$ cat src/rtl/uart_fifo_ctrl.sv
// uart_fifo_ctrl: full-duplex UART with TX/RX FIFOs on a single clock.
//
// The CPU side pushes bytes into the TX FIFO and pops received bytes from the
// first-word fall-through RX FIFO. Sticky status flags report dropped RX bytes
// and bad stop bits.
//
// Ports
//   sysclk      system clock for all logic
//   reset       synchronous, active-high; clears every register
//   UART_RX     asynchronous serial input (idle high)
//   UART_TX     serial output (idle high), registered
//   tx_data     byte to queue; bits at or above DATA_BITS are ignored
//   tx_push     enqueue tx_data (ignored while tx_ready is low)
//   tx_ready    TX FIFO not full
//   tx_level    TX FIFO occupancy
//   tx_busy     serialiser active or TX FIFO not empty
//   rx_data     RX FIFO head, zero-extended; 0 while the FIFO is empty
//   rx_valid    RX FIFO not empty
//   rx_pop      discard the RX FIFO head
//   rx_level    RX FIFO occupancy
//   rx_overrun  sticky: a received byte was dropped on a full RX FIFO
//   frame_err   sticky: stop bit sampled low
//   err_clear   clear both sticky flags (wins over a same-cycle set)

// uart_fifo_ctrl_fifo: synchronous FIFO with a registered occupancy count.
//   clk_i/rst_i  clock and synchronous active-high reset
//   push_i/din_i enqueue; accepted when not full, or when full and a pop is
//                accepted in the same cycle
//   pop_i/dout_o dequeue / current head (fall-through)
//   empty_o/full_o/level_o  status derived from the count register
module uart_fifo_ctrl_fifo #(
  parameter int W     = 8,
  parameter int DEPTH = 16
) (
  input  logic                   clk_i,
  input  logic                   rst_i,
  input  logic                   push_i,
  input  logic [W-1:0]           din_i,
  input  logic                   pop_i,
  output logic [W-1:0]           dout_o,
  output logic                   empty_o,
  output logic                   full_o,
  output logic [$clog2(DEPTH):0] level_o
);
  localparam int          AW      = $clog2(DEPTH);
  localparam int unsigned DEPTH_U = DEPTH;

  logic [W-1:0] mem_q [DEPTH];
  logic [AW-1:0] wr_q;
  logic [AW-1:0] rd_q;
  logic [AW:0]   cnt_q;
  logic          pop_ok;
  logic          push_ok;

  assign empty_o = (cnt_q == '0);
  assign full_o  = (cnt_q == (AW+1)'(DEPTH));
  assign level_o = cnt_q;
  assign dout_o  = mem_q[rd_q];

  // A pop on an empty FIFO is dropped; a push on a full FIFO is accepted only
  // when a pop frees the head slot in the same cycle.
  assign pop_ok  = pop_i && !empty_o;
  assign push_ok = push_i && (!full_o || pop_ok);

  always_ff @(posedge clk_i) begin
    if (rst_i) begin
      wr_q  <= '0;
      rd_q  <= '0;
      cnt_q <= '0;
      for (int unsigned i = 0; i < DEPTH_U; i++) begin
        mem_q[i] <= '0;
      end
    end else begin
      if (push_ok) begin
        mem_q[wr_q] <= din_i;
        wr_q        <= wr_q + AW'(1);
      end
      if (pop_ok) begin
        rd_q <= rd_q + AW'(1);
      end
      case ({push_ok, pop_ok})
        2'b10:   cnt_q <= cnt_q + (AW+1)'(1);
        2'b01:   cnt_q <= cnt_q - (AW+1)'(1);
        default: cnt_q <= cnt_q;
      endcase
    end
  end
endmodule

module uart_fifo_ctrl #(
  parameter int BAUD_DIV  = 10417,
  parameter int DATA_BITS = 8,
  parameter int STOP_BITS = 1,
  parameter int TX_DEPTH  = 16,
  parameter int RX_DEPTH  = 16
) (
  input  logic                      sysclk,
  input  logic                      reset,
  input  logic                      UART_RX,
  output logic                      UART_TX,
  input  logic [7:0]                tx_data,
  input  logic                      tx_push,
  output logic                      tx_ready,
  output logic [$clog2(TX_DEPTH):0] tx_level,
  output logic                      tx_busy,
  output logic [7:0]                rx_data,
  output logic                      rx_valid,
  input  logic                      rx_pop,
  output logic [$clog2(RX_DEPTH):0] rx_level,
  output logic                      rx_overrun,
  output logic                      frame_err,
  input  logic                      err_clear
);
  localparam int STOP_LEN = STOP_BITS * BAUD_DIV;
  localparam int CNT_W    = $clog2(STOP_LEN + 1);

  localparam logic [CNT_W-1:0] BIT_END  = CNT_W'(BAUD_DIV - 1);
  localparam logic [CNT_W-1:0] HALF_END = CNT_W'(BAUD_DIV / 2 - 1);
  localparam logic [CNT_W-1:0] STOP_END = CNT_W'(STOP_LEN - 1);
  localparam logic [3:0]       BIT_LAST = 4'(DATA_BITS - 1);

  // ---------------------------------------------------------------- TX side
  typedef enum logic [1:0] {TX_IDLE, TX_START, TX_DATA, TX_STOP} tx_state_e;

  tx_state_e            tx_state_q;
  logic [CNT_W-1:0]     tx_cnt_q;
  logic [3:0]           tx_bit_q;
  logic [DATA_BITS-1:0] tx_sh_q;
  logic                 tx_line_q;

  logic                 tx_full;
  logic                 tx_empty;
  logic [DATA_BITS-1:0] tx_head;
  logic                 tx_pop;

  uart_fifo_ctrl_fifo #(
    .W     (DATA_BITS),
    .DEPTH (TX_DEPTH)
  ) u_tx_fifo (
    .clk_i   (sysclk),
    .rst_i   (reset),
    .push_i  (tx_push && !tx_full),
    .din_i   (tx_data[DATA_BITS-1:0]),
    .pop_i   (tx_pop),
    .dout_o  (tx_head),
    .empty_o (tx_empty),
    .full_o  (tx_full),
    .level_o (tx_level)
  );

  assign tx_ready = !tx_full;
  assign tx_busy  = (tx_state_q != TX_IDLE) || !tx_empty;
  assign UART_TX  = tx_line_q;

  // The next byte is fetched on the final stop cycle so frames run back to
  // back with no idle bit in between.
  always_comb begin
    tx_pop = 1'b0;
    if (!tx_empty) begin
      case (tx_state_q)
        TX_IDLE: tx_pop = 1'b1;
        TX_STOP: tx_pop = (tx_cnt_q == STOP_END);
        default: tx_pop = 1'b0;
      endcase
    end
  end

  always_ff @(posedge sysclk) begin
    if (reset) begin
      tx_state_q <= TX_IDLE;
      tx_cnt_q   <= '0;
      tx_bit_q   <= '0;
      tx_sh_q    <= '0;
      tx_line_q  <= 1'b1;
    end else begin
      case (tx_state_q)
        TX_IDLE: begin
          tx_cnt_q <= '0;
          if (tx_pop) begin
            tx_sh_q    <= tx_head;
            tx_line_q  <= 1'b0;
            tx_state_q <= TX_START;
          end
        end
        TX_START: begin
          if (tx_cnt_q == BIT_END) begin
            tx_cnt_q   <= '0;
            tx_bit_q   <= '0;
            tx_line_q  <= tx_sh_q[0];
            tx_sh_q    <= tx_sh_q >> 1;
            tx_state_q <= TX_DATA;
          end else begin
            tx_cnt_q <= tx_cnt_q + CNT_W'(1);
          end
        end
        TX_DATA: begin
          if (tx_cnt_q == BIT_END) begin
            tx_cnt_q <= '0;
            if (tx_bit_q == BIT_LAST) begin
              tx_line_q  <= 1'b1;
              tx_state_q <= TX_STOP;
            end else begin
              tx_bit_q  <= tx_bit_q + 4'd1;
              tx_line_q <= tx_sh_q[0];
              tx_sh_q   <= tx_sh_q >> 1;
            end
          end else begin
            tx_cnt_q <= tx_cnt_q + CNT_W'(1);
          end
        end
        TX_STOP: begin
          if (tx_cnt_q == STOP_END) begin
            tx_cnt_q <= '0;
            if (tx_pop) begin
              tx_sh_q    <= tx_head;
              tx_line_q  <= 1'b0;
              tx_state_q <= TX_START;
            end else begin
              tx_state_q <= TX_IDLE;
            end
          end else begin
            tx_cnt_q <= tx_cnt_q + CNT_W'(1);
          end
        end
        default: begin
          tx_line_q  <= 1'b1;
          tx_state_q <= TX_IDLE;
        end
      endcase
    end
  end

  // ---------------------------------------------------------------- RX side
  typedef enum logic [2:0] {RX_IDLE, RX_START, RX_DATA, RX_STOP, RX_WAIT} rx_state_e;

  rx_state_e            rx_state_q;
  logic                 rx_s1_q;
  logic                 rx_s2_q;
  logic                 rx_s3_q;
  logic [CNT_W-1:0]     rx_cnt_q;
  logic [3:0]           rx_bit_q;
  logic [DATA_BITS-1:0] rx_sh_q;
  logic                 rx_wr_q;
  logic [DATA_BITS-1:0] rx_wr_data_q;
  logic                 overrun_q;
  logic                 ferr_q;

  logic                 rx_full;
  logic                 rx_empty;
  logic [DATA_BITS-1:0] rx_head;
  logic                 stop_sample;
  logic                 ferr_set;
  logic                 overrun_set;

  uart_fifo_ctrl_fifo #(
    .W     (DATA_BITS),
    .DEPTH (RX_DEPTH)
  ) u_rx_fifo (
    .clk_i   (sysclk),
    .rst_i   (reset),
    .push_i  (rx_wr_q),
    .din_i   (rx_wr_data_q),
    .pop_i   (rx_pop),
    .dout_o  (rx_head),
    .empty_o (rx_empty),
    .full_o  (rx_full),
    .level_o (rx_level)
  );

  assign rx_valid   = !rx_empty;
  assign rx_data    = rx_valid ? 8'(rx_head) : '0;
  assign rx_overrun = overrun_q;
  assign frame_err  = ferr_q;

  assign stop_sample = (rx_state_q == RX_STOP) && (rx_cnt_q == BIT_END);
  assign ferr_set    = stop_sample && !rx_s2_q;
  // A pop in the same cycle frees the slot, so a full FIFO only overruns
  // when nothing is being popped.
  assign overrun_set = rx_wr_q && rx_full && !rx_pop;

  // rx_s3_q holds the previous synchronised level for falling-edge detection.
  // The mid-bit sample points are measured from the first synchronised low
  // cycle of the start bit.
  always_ff @(posedge sysclk) begin
    if (reset) begin
      rx_s1_q      <= 1'b1;
      rx_s2_q      <= 1'b1;
      rx_s3_q      <= 1'b1;
      rx_state_q   <= RX_IDLE;
      rx_cnt_q     <= '0;
      rx_bit_q     <= '0;
      rx_sh_q      <= '0;
      rx_wr_q      <= 1'b0;
      rx_wr_data_q <= '0;
    end else begin
      rx_s1_q <= UART_RX;
      rx_s2_q <= rx_s1_q;
      rx_s3_q <= rx_s2_q;
      rx_wr_q <= 1'b0;
      case (rx_state_q)
        RX_IDLE: begin
          rx_cnt_q <= '0;
          if (rx_s3_q && !rx_s2_q) begin
            rx_state_q <= RX_START;
          end
        end
        RX_START: begin
          if (rx_cnt_q == HALF_END) begin
            rx_cnt_q <= '0;
            rx_bit_q <= '0;
            // High at mid start bit: a glitch, not a frame.
            rx_state_q <= rx_s2_q ? RX_IDLE : RX_DATA;
          end else begin
            rx_cnt_q <= rx_cnt_q + CNT_W'(1);
          end
        end
        RX_DATA: begin
          if (rx_cnt_q == BIT_END) begin
            rx_cnt_q <= '0;
            rx_sh_q  <= {rx_s2_q, rx_sh_q[DATA_BITS-1:1]};
            if (rx_bit_q == BIT_LAST) begin
              rx_state_q <= RX_STOP;
            end else begin
              rx_bit_q <= rx_bit_q + 4'd1;
            end
          end else begin
            rx_cnt_q <= rx_cnt_q + CNT_W'(1);
          end
        end
        RX_STOP: begin
          if (rx_cnt_q == BIT_END) begin
            rx_cnt_q <= '0;
            if (rx_s2_q) begin
              rx_wr_q      <= 1'b1;
              rx_wr_data_q <= rx_sh_q;
            end
            rx_state_q <= RX_WAIT;
          end else begin
            rx_cnt_q <= rx_cnt_q + CNT_W'(1);
          end
        end
        RX_WAIT: begin
          // Hold off re-arming until the line is released (covers breaks).
          if (rx_s2_q) begin
            rx_state_q <= RX_IDLE;
          end
        end
        default: rx_state_q <= RX_IDLE;
      endcase
    end
  end

  always_ff @(posedge sysclk) begin
    if (reset) begin
      overrun_q <= 1'b0;
      ferr_q    <= 1'b0;
    end else if (err_clear) begin
      overrun_q <= 1'b0;
      ferr_q    <= 1'b0;
    end else begin
      if (overrun_set) overrun_q <= 1'b1;
      if (ferr_set)    ferr_q    <= 1'b1;
    end
  end
endmodule

$ cat config.mk
export PLATFORM = sky130hd
export DESIGN_NAME = uart_fifo_ctrl
export DESIGN_NICKNAME = d
export VERILOG_FILES = /design/src/rtl/uart_fifo_ctrl.sv
export SDC_FILE = /design/constraint.sdc
export NUM_CORES = 1
export LEC_CHECK = 0
export CAP_MARGIN = 15
export CORE_MARGIN = 5
export CORE_UTILIZATION = 60
export CTS_BUF_LIST = sky130_fd_sc_hd__clkbuf_8 sky130_fd_sc_hd__clkbuf_16
export DETAILED_ROUTE_END_ITERATION = 16
export PLACE_DENSITY = 0.77
export SETUP_SLACK_MARGIN = 0.15
export SYNTH_ARGS = -nofsm -noshare
export SYNTH_HDL_FRONTEND = slang
export SYNTH_SLANG_ARGS = --single-unit
$ cat constraint.sdc
create_clock -name sysclk -period 4.15 [get_ports sysclk]
set_input_delay 0.83 -clock sysclk [delete_from_list [all_inputs] [get_ports sysclk]]
set_output_delay 0.83 -clock sysclk [all_outputs]
set_load 0.01 [all_outputs]
==> results.sh <==
export IMPL_power_density_nw_per_um2=474.0
export IMPL_synth_async_reset_ratio_pct=0
export IMPL_fp_row_count=61
export IMPL_critPathKind="flip-flop to output pin"
export IMPL_antenna_found_initial=1
export IMPL_fmax_mhz=264.9
export IMPL_multi_input_area_um2=6699
export IMPL_drtAntennaViolNets=0
export IMPL_yosysUniqueCellTypes=69
export IMPL_die_w_um=177.9
export IMPL_postPlaceCellArea_um2=17680
export IMPL_clk_latency_ns=0.52
export IMPL_syn_inst=1333
export IMPL_ir_worst_vdd_v=0.0005159
export IMPL_io_buffers=37
export IMPL_initial_core_util_pct=60.88
export IMPL_slew_headroom_pct=36.70
export IMPL_die_area_um2=31650
export IMPL_power_mw=8.955
export IMPL_setup_viol=0
export IMPL_drv_cap=0
export IMPL_wl_per_cell_um=19.97
export IMPL_dr_first_iter_drc_count=958
export IMPL_switchingPower_mw=2.330
export IMPL_hold_path_class="flip-flop to flip-flop"
export IMPL_finalWeightedCongestion=0.8769
export IMPL_vias=10480
export IMPL_p_clk_share_pct=36.5
export IMPL_tightest_slew_ns=0.9496
export IMPL_cts_root_buf="clkbuf_16"
export IMPL_synthTopCellsByCount="and2_1, edfxtp_1, dfxtp_1, nor2_1, mux4_2"
export IMPL_start_kind="flip-flop"
export IMPL_cp_arrival_ns=2.94
export IMPL_cp_end_kind="output pin"
export IMPL_dr_pass1_iters=5
export IMPL_gr_usage_met3_pct=3.281
export IMPL_synth_compound_area_share_pct=5.341
export IMPL_die_h_um=177.9
export IMPL_cts_tree="yes"
export IMPL_synthXorXnorAreaFrac_pct=1.502
export IMPL_use_met1_pct=30.43
export IMPL_fin_crit_sh_pct=90.96
export IMPL_finalSetupTns_ns=0
export IMPL_crit_slowest_cell="mux4_2"
export IMPL_crit_required_ns=3.32
export IMPL_fin_worst_skew_ns=0.01989
export IMPL_power_share_sequential_pct=47.3
export IMPL_rsz0062_at_grt="false"
export IMPL_core_area_um2=27780
export IMPL_swShare_pct=26.02
export IMPL_syn_num_nets=1378
export IMPL_layout_nets=1414
export IMPL_synth_mux_area_share_pct=11.05
export IMPL_yosys_area_top_type_share_pct=45.45
export IMPL_cp_common_cell="mux4_2"
export IMPL_path_cells="buf_12 -> mux4_2 -> mux4_2 -> and2_1 -> clkdlybuf4s50_1"
export IMPL_synth_seq_area_share_pct=58.00
export IMPL_ios=38
export IMPL_holdWs_ns=0.4164
export IMPL_grt_pass1_wl_mm=56.64
export IMPL_regArea_um2=9814
export IMPL_yosysWarnings=0
export IMPL_avgSynthCellArea_um2=12.69
export IMPL_hpwlAfterDp_mm=23.89
export IMPL_synth_edff_count=256
export IMPL_wirelength_mm=35.41
export IMPL_cts_htree_levels=2
export IMPL_netlist_top_cells_area="edfxtp_1, dfxtp_1, and2_1"
export IMPL_synth_ff_type="edfxtp_1"
export IMPL_grt_start_max_net_pins=53
export IMPL_grtUsageTotal_pct=22.76
export IMPL_post_synth_top_count_cell="and2_1"
export IMPL_syn_area_um2=16910
export IMPL_fill_cells=1961
export IMPL_clock_sinks=362
export IMPL_clk_pin_slew_ns=0.06
export IMPL_critPathMaxStageDelay_ns=0.58
export IMPL_p_int_mw=6.625
export IMPL_use_met2_pct=39.17
export IMPL_grt_pass1_vias=10450
export IMPL_synth_adder_area_share_pct=2.382
export IMPL_synthSimpleGateAreaFrac_pct=19.33
export IMPL_antenna_cells=0
export IMPL_leakage_nw=6.785
export IMPL_drc=0
export IMPL_crit_fanout=23
export IMPL_design_area_um2=18890
export IMPL_finalHoldViolCount=0
export IMPL_synth_top_family_by_area="simple AND/OR/NAND/NOR gates"
export IMPL_vias_per_cell=5.911
export IMPL_period_needed_ns=3.775
export IMPL_postCtsSetupBuffers=0
export IMPL_timing_max_transition_violations_final=0
export IMPL_synth_ff_latch_count=362
export IMPL_drive_gt1_share_pct=15.56
export IMPL_yosys_area_top_type="edfxtp_1"
export IMPL_overflow=0
export IMPL_combinationalPowerShare_pct=16.3
export IMPL_numCtsBuffers=37
export IMPL_clockBufferDepth=3
export IMPL_status="completed"
export IMPL_gr_max_usage_layer="met2"
export IMPL_synthToLayoutAreaGrowth_pct=11.69
routing by layer:
metal | wire length [um] | share of wire, %
met3 | 1824 | 5.2
met5 | 0 | 0
met4 | 912 | 2.6
met1 | 14800 | 42
met2 | 17880 | 50
worst paths after layout:
check | end | from | depth (start not counted) | slack, ns
max reg2reg | u_tx_fifo.level_o[4] | tx_cnt_q[0] | 14 | 0.68
min | rx_s2_q | rx_s1_q | 1 | 0.42
min reg2reg | rx_s2_q | rx_s1_q | 1 | 0.42
max | rx_data[6] | flip-flop | 5 | 0.38
cells by family after synthesis:
kind of cell,count (synthesis)
AOI/OAI and AO/OA,132
buffers and inverters,102
muxes,111
and+or+nand+nor,566
DFF,362
adders and majority gates,31
xor gates and xnor gates,29
layout by cell type (no fill, tap or decap), types with 4 or more instances in the layout:
master           netlist  routed
a32o_1                 7       7
nand3b_1               7       7
o21ai_0               20      20
or3_1                 12      12
ha_1                  29      29
mux2_2                25      25
a31oi_1                6       6
inv_1                 39      49
o221ai_1               8       8
a21oi_1               40      40
and3_1                 6       6
a211o_1                4       4
a211oi_1               7       7
o22ai_1                8       8
mux2i_1               27      27
buf_4                  0      22
nand4_1                7       7
nand2_1               39      39
and2_1               265     265
nor3_1                13      13
clkbuf_16              0      39
or2_2                 37      37
dfxtp_1              106     104
nand3_1               26      26
nand2b_1              15      15
xor2_1                16      16
nor2b_1               12      12
mux4_2                58      58
xnor2_1               13      13
or4_1                  5       5
clkdlybuf4s50_1        0      36
clkinv_2               0       5
o31ai_1                6       6
edfxtp_1             256     256
nor4_1                 9       9
nor2_1                96      96
clkbuf_8               0       9
worst max-delay path: cells and delay by family (launching register included):
| family | cells | cell delay, ns |
|---|---|---|
| and+or+nand+nor | 1 | 0.17 |
| buffers and inverters | 2 | 0.72 |
| muxes | 2 | 1.06 |
| DFF | 1 | 0.48 |
area by class of cell:
cell class / count / share of cell area [%]
timing repair buffer: 59 / 2.888
multi-input combinational: 869 / 35.46
inverter: 40 / 0.7948
clock inverter: 17 / 0.5762
clock buffer: 48 / 5.822
sequential: 362 / 51.95
tap: 378 / 2.504
state kept, by name, summed over array words and instances, names as in the netlist, 2 cells and up, named ones only:
| register | flops |
|---|---|
| rx_bit_q | 4 |
| rx_cnt_q | 14 |
| rx_sh_q | 8 |
| rx_state_q | 3 |
| rx_wr_data_q | 8 |
| tx_bit_q | 4 |
| tx_cnt_q | 14 |
| tx_sh_q | 8 |
| tx_state_q | 2 |
| u_rx_fifo.level_o | 5 |
| u_rx_fifo.mem_q | 128 |
| u_rx_fifo.rd_q | 4 |
| u_rx_fifo.wr_q | 4 |
| u_tx_fifo.level_o | 5 |
| u_tx_fifo.mem_q | 128 |
| u_tx_fifo.rd_q | 4 |
| u_tx_fifo.wr_q | 4 |
power groups by stage:
| stage | Combinational [mW] | Sequential [mW] | Clock (mW) |
|---|---|---|---|
| floorplan | 1.09 | 4.21 | 0 |
| global placement | 1.41 | 4.30 | 0 |
| detailed placement | 1.44 | 4.31 | 0 |
| CTS | 1.45 | 4.23 | 3.31 |
| global route | 1.58 | 4.25 | 3.47 |
| finish | 1.46 | 4.23 | 3.27 |
what timing repair did:
item | CTS | global route
gates resized for setup | 0 | 1
hold buffers | 0 | 0
setup endpoints to repair | 0 | 2
stage by stage:
| stage | setup WS, ns | utilization (%) | cells |
|---|---|---|---|
| 2_1_floorplan | 0.8972 | - | 1333 |
| 5_1_grt | 0.2577 | 68.00 | 1773 |
| 3_5_place_dp | 0.5089 | 63.64 | 1708 |
| 4_1_cts | 0.2049 | 67.99 | 1773 |
| 6_report | 0.3750 | 68.00 | 1773 |
| 3_3_place_gp | 0.5995 | 63.64 | 1708 |
Note: power is estimated with default switching activity, not from simulation.
